[src/rtl/max_scan_ctrl.sv]
// max_scan_ctrl: walks a wrapping register-file range, folds each entry
// through an external max comparator and writes the maximum back.
module max_scan_ctrl #(
   parameter int ADDR_W = 3,
   parameter int DATA_W = 4
) (
   input  logic              clk,
   input  logic              rst_n,
   input  logic              go,
   input  logic [ADDR_W-1:0] base,
   input  logic [ADDR_W:0]   len,
   input  logic [ADDR_W-1:0] dest,
   output logic              busy,
   output logic              done,
   output logic [DATA_W-1:0] result,
   output logic [ADDR_W-1:0] RdAddr,
   input  logic [DATA_W-1:0] RdData,
   output logic [DATA_W-1:0] CmpA,
   output logic [DATA_W-1:0] CmpB,
   output logic              CmpStart,
   input  logic [DATA_W-1:0] CmpOut,
   output logic              WrEn,
   output logic [ADDR_W-1:0] WrAddr,
   output logic [DATA_W-1:0] WrData
);

   typedef enum logic [2:0] {
      S_IDLE,
      S_LOAD,
      S_READ,
      S_CMP,
      S_WRITE,
      S_DONE
   } state_t;

   state_t            state_q;
   logic [ADDR_W-1:0] ptr_q;
   logic [ADDR_W-1:0] dest_q;
   logic [ADDR_W-1:0] rd_addr_q;
   logic [ADDR_W-1:0] wr_addr_q;
   logic [ADDR_W:0]   len_q;
   logic [ADDR_W:0]   rem_q;
   logic [DATA_W-1:0] acc_q;
   logic [DATA_W-1:0] hold_q;
   logic [DATA_W-1:0] result_q;
   logic [DATA_W-1:0] cmp_a_q;
   logic [DATA_W-1:0] wr_data_q;
   logic              busy_q;
   logic              done_q;
   logic              cmp_start_q;
   logic              wr_en_q;

   logic [ADDR_W:0]   len_d;
   logic [ADDR_W:0]   rem_d;
   logic [ADDR_W-1:0] ptr_d;

   // Any length with the MSB set is at least the depth: clamp to a full sweep.
   assign len_d = len[ADDR_W] ? {1'b1, {ADDR_W{1'b0}}} : len;
   assign ptr_d = ptr_q + ADDR_W'(1);
   assign rem_d = rem_q - (ADDR_W+1)'(1);

   always_ff @(posedge clk or negedge rst_n) begin
      if (!rst_n) begin
         state_q     <= S_IDLE;
         ptr_q       <= '0;
         dest_q      <= '0;
         rd_addr_q   <= '0;
         wr_addr_q   <= '0;
         len_q       <= '0;
         rem_q       <= '0;
         acc_q       <= '0;
         hold_q      <= '0;
         result_q    <= '0;
         cmp_a_q     <= '0;
         wr_data_q   <= '0;
         busy_q      <= 1'b0;
         done_q      <= 1'b0;
         cmp_start_q <= 1'b0;
         wr_en_q     <= 1'b0;
      end else begin
         cmp_start_q <= 1'b0;
         wr_en_q     <= 1'b0;
         done_q      <= 1'b0;
         unique case (state_q)
            S_IDLE: begin
               if (go) begin
                  ptr_q  <= base;
                  dest_q <= dest;
                  len_q  <= len_d;
                  busy_q <= 1'b1;
                  if (len_d == '0) begin
                     state_q  <= S_DONE;
                     done_q   <= 1'b1;
                     result_q <= '0;
                  end else begin
                     state_q   <= S_LOAD;
                     rd_addr_q <= base;
                  end
               end
            end
            S_LOAD: begin
               acc_q <= RdData;
               ptr_q <= ptr_d;
               rem_q <= len_q - (ADDR_W+1)'(1);
               if (len_q == (ADDR_W+1)'(1)) begin
                  state_q   <= S_WRITE;
                  wr_en_q   <= 1'b1;
                  wr_addr_q <= dest_q;
                  wr_data_q <= RdData;
               end else begin
                  state_q   <= S_READ;
                  rd_addr_q <= ptr_d;
               end
            end
            S_READ: begin
               hold_q      <= RdData;
               ptr_q       <= ptr_d;
               cmp_a_q     <= acc_q;
               cmp_start_q <= 1'b1;
               state_q     <= S_CMP;
            end
            S_CMP: begin
               acc_q <= CmpOut;
               rem_q <= rem_d;
               if (rem_d == '0) begin
                  state_q   <= S_WRITE;
                  wr_en_q   <= 1'b1;
                  wr_addr_q <= dest_q;
                  wr_data_q <= CmpOut;
               end else begin
                  state_q   <= S_READ;
                  rd_addr_q <= ptr_q;
               end
            end
            S_WRITE: begin
               state_q  <= S_DONE;
               done_q   <= 1'b1;
               result_q <= acc_q;
            end
            S_DONE: begin
               state_q <= S_IDLE;
               busy_q  <= 1'b0;
            end
            default: state_q <= S_IDLE;
         endcase
      end
   end

   assign busy     = busy_q;
   assign done     = done_q;
   assign result   = result_q;
   assign RdAddr   = rd_addr_q;
   assign CmpA     = cmp_a_q;
   assign CmpB     = hold_q;
   assign CmpStart = cmp_start_q;
   assign WrEn     = wr_en_q;
   assign WrAddr   = wr_addr_q;
   assign WrData   = wr_data_q;

endmodule

[config.mk]
export PLATFORM = sky130hd
export DESIGN_NAME = max_scan_ctrl
export DESIGN_NICKNAME = d
export VERILOG_FILES = /design/src/rtl/max_scan_ctrl.sv
export SDC_FILE = /design/constraint.sdc
export NUM_CORES = 1
export LEC_CHECK = 0
export CAP_MARGIN = 10
export CORE_ASPECT_RATIO = 2
export CORE_MARGIN = 1
export CORE_UTILIZATION = 50
export CTS_CLUSTER_SIZE = 30
export DETAILED_ROUTE_END_ITERATION = 8
export PLACE_DENSITY = 0.79
export SYNTH_ARGS = -nofsm -noshare
export SYNTH_HDL_FRONTEND = slang
export SYNTH_SLANG_ARGS = --single-unit
[constraint.sdc]
create_clock -name clk -period 2.5 [get_ports clk]
set_input_delay 0.5 -clock clk [delete_from_list [all_inputs] [get_ports clk]]
set_output_delay 0.5 -clock clk [all_outputs]
set_load 0.03 [all_outputs]
# Yosys cells after proc, flatten, opt, wreduce, memory -nomap -nowiden
# Cells that the tools add are included.
[totals] wordCells=80 reg_bits=47 input_bits=21 output_inout_bits=26
[classes] n_eq_ne=13 n_addsub=3 n_reduce_logical=15 muxes=33
[ops] operator="2-to-1 mux 3 bit" n=11
[ops] operator="case mux 4 bit (2 select lines)" n=4
[ops] operator="2-to-1 mux 4 bit" n=5
[ops] operator="case mux 3 bit (5 select lines)" n=1
[ops] operator="!= test 2 bit (second input constant)" n=7
[ops] operator="case mux 3 bit (2 select lines)" n=2
[ops] operator="case mux 3 bit (3 select lines)" n=1
[ops] operator="logical NOT 4 bit" n=2
[ops] operator="nonzero test 2 bit" n=4
[ops] operator="subtractor 4 x 1 -> 4 bit (second input constant)" n=2
[ops] operator="equality test 3 x 2 -> 1 bit (second input constant)" n=2
[ops] operator="equality test 3 bit (second input constant)" n=2
[ops] operator="2-to-1 mux 1 bit" n=6
[ops] operator="case mux 1 bit (2 select lines)" n=3
[ops] operator="AND reduction 2 bit" n=3
[ops] operator="AND reduction 3 bit" n=2
[ops] operator="AND reduction 5 bit" n=1
[ops] operator="equality test 4 x 1 -> 1 bit (second input constant)" n=1
[ops] operator="adder 3 x 1 -> 3 bit (second input constant)" n=1
[ops] operator="equality test 3 x 1 -> 1 bit (second input constant)" n=1
[ops] operator="logical NOT 3 bit" n=1
[ops] operator="nonzero test 3 bit" n=1
[ops] operator="OR reduction 2 bit" n=1

# Longest topological paths before layout
[logic_depth] ltp_word=5 ltp_mapped=7 mapped_depth_nobuf=7

# Least setup slack after synthesis
# OpenSTA, ideal clock, no wires.
[synth_timing] path_kind="register to register" start="register rem_q[0]" end="register wr_addr_q[0], in the netlist WrAddr[0]" setup_ns=0.125 path_slack_ns=0.674 period_less_slack_ns=1.826 required_ns=2.375 n_path_buf=0 path_stages_with_launch=7 t_arrival_ns=1.701 path_cell_list="dfrtp_1 -> inv_1 -> ha_1 -> nor2b_1 -> o211ai_1 -> a31oi_4 -> mux2_4"
[synth_between] elab_chain_len=4
[synth_lines] item="from (decl)" line="42" text="logic [ADDR_W:0] rem_q;"
[synth_lines] item="from (signal assigned)" line="104" text="rem_q <= len_q - (ADDR_W+1)'(1);"
[synth_lines] item="from (signal assigned)" line="124" text="rem_q <= rem_d;"
[synth_lines] item="subtractor 4 x 1 -> 4 bit" line="60" text="assign rem_d = rem_q - (ADDR_W+1)'(1);"
[synth_lines] item="logical NOT 4 bit" line="125" text="if (rem_d == '0) begin"
[synth_lines] item="!= test 2 bit (no line)"
[synth_lines] item="AND reduction 3 bit (no line)"
[synth_lines] item="to (signal assigned)" line="108" text="wr_addr_q <= dest_q;"
[synth_lines] item="to (signal assigned)" line="128" text="wr_addr_q <= dest_q;"
[synth_lines] item="to (decl)" line="40" text="logic [ADDR_W-1:0] wr_addr_q;"
# No other way between the ends.
# A chain may end at the register's enable or synchronous reset.

# Final worst setup path
[layout_timing] start="register rem_q[0]" end="register wr_addr_q[2], in the netlist WrAddr[2]"
# Same word-level chain as after synthesis.

==> results.cfg <==
[yosys]
synth-edff-count = 0
synthAdderAreaFrac_pct = 2.84
synth_compound_area_share_pct = 10.9
synthCells = 204
ys_seq_area_share_pct = 53.4
syn-mean-instance-area_um2 = 10.8
synth.area.mux_share_pct = 11.1
synth-xor-area-share_pct = 1.99
syn_area_um2 = 2200
synth_flop_cell = dfrtp_1
synth-seq-cells = 47
yosys_warnings = 0
ys_async_sr_fraction_pct = 100
synthSimpleGateAreaFrac_pct = 15.9
synth_top_family_by_area = simple AND/OR/NAND/NOR gates
yosys.cell_types.count = 40
synth_nets = 230

[sta]
setup_viol = 0
fin_crit_sh_pct = 84.8
slew_headroom_pct = 61.0
max_freq_mhz = 472
rsz0062_at_grt = no
fin_worst_skew_ps = 6.16
slew_violations = 0
setup_tns_ps = 0
worst_slack_ps = 380
worstMarginPinSlew_ps = 585
hold_viol_final = 0
fin_crit_ps = 2120

[cts]
cts_buffer_depth = 2
postCtsSetupBuffers = 0
path_clk_slew_ps = 80
clock_latency_ps = 300
cts-resized-gates = 0
clock-sinks = 47
cts-buffers-inserted = 5
cts_tree = done
cts_max_level = 2
holdBufCountCts = 0
root_buffer = clkbuf_8

[power]
p_switching_mw = 1.70
ir_drop_uv = 903
power.leakage_nw = 1.24
powerDensity_nw_per_um2 = 1430
p_seq_share_pct = 35.1
total_power_mw = 4.05
swShare_pct = 42.0
clkPwrFrac_pct = 12.2
power_frac_comb_pct = 52.7
p_int_mw = 2.35

[cells_and_area]
post-route-util_pct = 67.9
num_antenna_cells = 0
mostFrequentLayoutCell = dfrtp_1
stdcell_count = 308
fin_nets = 281
layout_common_cells = dfrtp_1 (47), clkdlybuf4s50_1 (45), nand2_1 (20)
drive_gt1_share_pct = 12.1
area_growth_pct = 28.7

[die]
start_util_pct = 52.8
die_h_um = 95.8
top_level_ports = 47
die_x_um = 48.9
fp.dieArea_um2 = 4690
core_um2 = 4170
rows = 33

[worst_setup_path]
end_kind = flip-flop
cp_slowest_cell = a31oi_4
critPathLaunchType = flip-flop
critical_path_peak_fanout = 9
rr_startpoint = rem_q[0]
cp.arrival_ps = 2300
required_ps = 2680
critPathMaxStageDelay_ps = 480
critPathLaunch = rem_q[0]
path_cells = inv_1 -> ha_1 -> nor2b_1 -> o211ai_1 -> a31oi_4 -> mux2_4
critical_path_class = flip-flop to flip-flop

[drt]
drt_iter0_drc = 25
vias_per_cell = 5.43
vias = 1673
drc = 0
firstDrtPassIters = 4
wl_per_cell_um = 15.5
wirelength_um = 4790
ant_nets = 0

[grt]
grt_remaining_overflow = 0
grt.total_usage_pct = 22.8
grt_pass1_wl_um = 7960
grt_pass1_vias = 1725
antenna_found_initial = 0
grt_max_degree = 48

[run_status]
status = finished clean

[placed_design]
placed_cells = 300
gp_congestion = 0.874
io_buffers = 46
pre_cts_slack_ps = 203
hpwl_um = 3600

[job]
timing.max_cap.violations = 0

[worst_hold_path]
hp-class = primary input to async pin
path summary, 6_finish.rpt:
check                            end  slack (ps)  cells after the start
min reg2reg                dest_q[0]         490                      2
min                          CmpA[3]         290                      2
min in group clk           dest_q[0]         490                      2
max reg2reg                WrAddr[2]         380                      6
max                        WrAddr[2]         380                      6
max in group asynchronous       WrEn        1820                      2
flip-flops by register name, indices dropped and copies added, names as in the netlist, 3 cells and up:
register  flops
CmpA          4
CmpB          4
RdAddr        3
WrAddr        3
WrData        4
acc_q         4
dest_q        3
len_q         4
ptr_q         3
rem_q         4
result        4
state_q       3
cell type report:
cell class	count	area, um^2
Timing Repair Buffer	53	508
Sequential cell	47	1180
Tap cell	52	65.1
Fill cell	338	1340
Multi-Input combinational cell	137	941
Clock buffer	8	100
Inverter	11	41.3
metal layers:
layer	vias up	part of all wire (%)	wire length (um)	global-route usage (%)
met5	-	0	0	0
met4	0	1.4	68	8.09
met3	5	3.4	164	3.48
met2	35	57	2740	45.3
met1	824	38	1810	23.7
li1	809	-	-	-
power by group through the flow:
stage / Sequential (mW) / Combinational (mW) / Clock, mW
floorplan: 1.72 / 1.10 / 0
global placement: 1.42 / 2.10 / 0
detailed placement: 1.44 / 2.14 / 0
CTS: 1.42 / 2.16 / 0.507
global route: 1.47 / 2.31 / 0.533
finish: 1.42 / 2.13 / 0.495
worst max-delay path: cells and delay by family (launching register included):
| kind | cells | cell delay, ps |
|---|---|---|
| AO/OA/AOI/OAI | 2 | 720 |
| buffers and inverters | 1 | 70 |
| flip-flops | 1 | 450 |
| multiplexers | 1 | 340 |
| adder cells (fa/ha/maj) | 1 | 260 |
| AND/OR/NAND/NOR | 1 | 160 |
cell usage after synthesis (2+ instances only):
cell type	instances	area (um^2)
xor2_1	3	26.3
nand2_1	20	75.1
ha_1	5	62.6
mux2i_1	11	110
inv_1	11	41.3
o21ai_0	12	60.1
nand3_1	4	20.0
clkbuf_1	6	22.5
dfrtp_1	47	1180
mux2_4	3	45.0
nand2b_1	5	31.3
nand3b_1	3	22.5
nor3_1	7	35.0
a22o_1	4	35.0
xnor2_1	2	17.5
nor2_1	17	63.8
a21oi_1	6	30.0
or3_1	2	12.5
mux2_2	8	90.1
a211oi_1	5	37.5
nor2b_1	4	25.0
cells by family after synthesis:
group | after synthesis
flip-flops | 47
adder cells (fa/ha/maj) | 5
buffers and inverters | 20
AND/OR/NAND/NOR | 70
XOR/XNOR | 5
multiplexers | 22
AO/OA/AOI/OAI | 35
stage by stage:
stage | hold WS (ps) | instance area (um^2)
2_1_floorplan | 204 | 2200
3_3_place_gp | 459 | 2730
3_5_place_dp | 469 | 2730
4_1_cts | 304 | 2830
5_1_grt | 345 | 2830
6_report | 285 | 2830
Power figures use the tool's default switching activity.
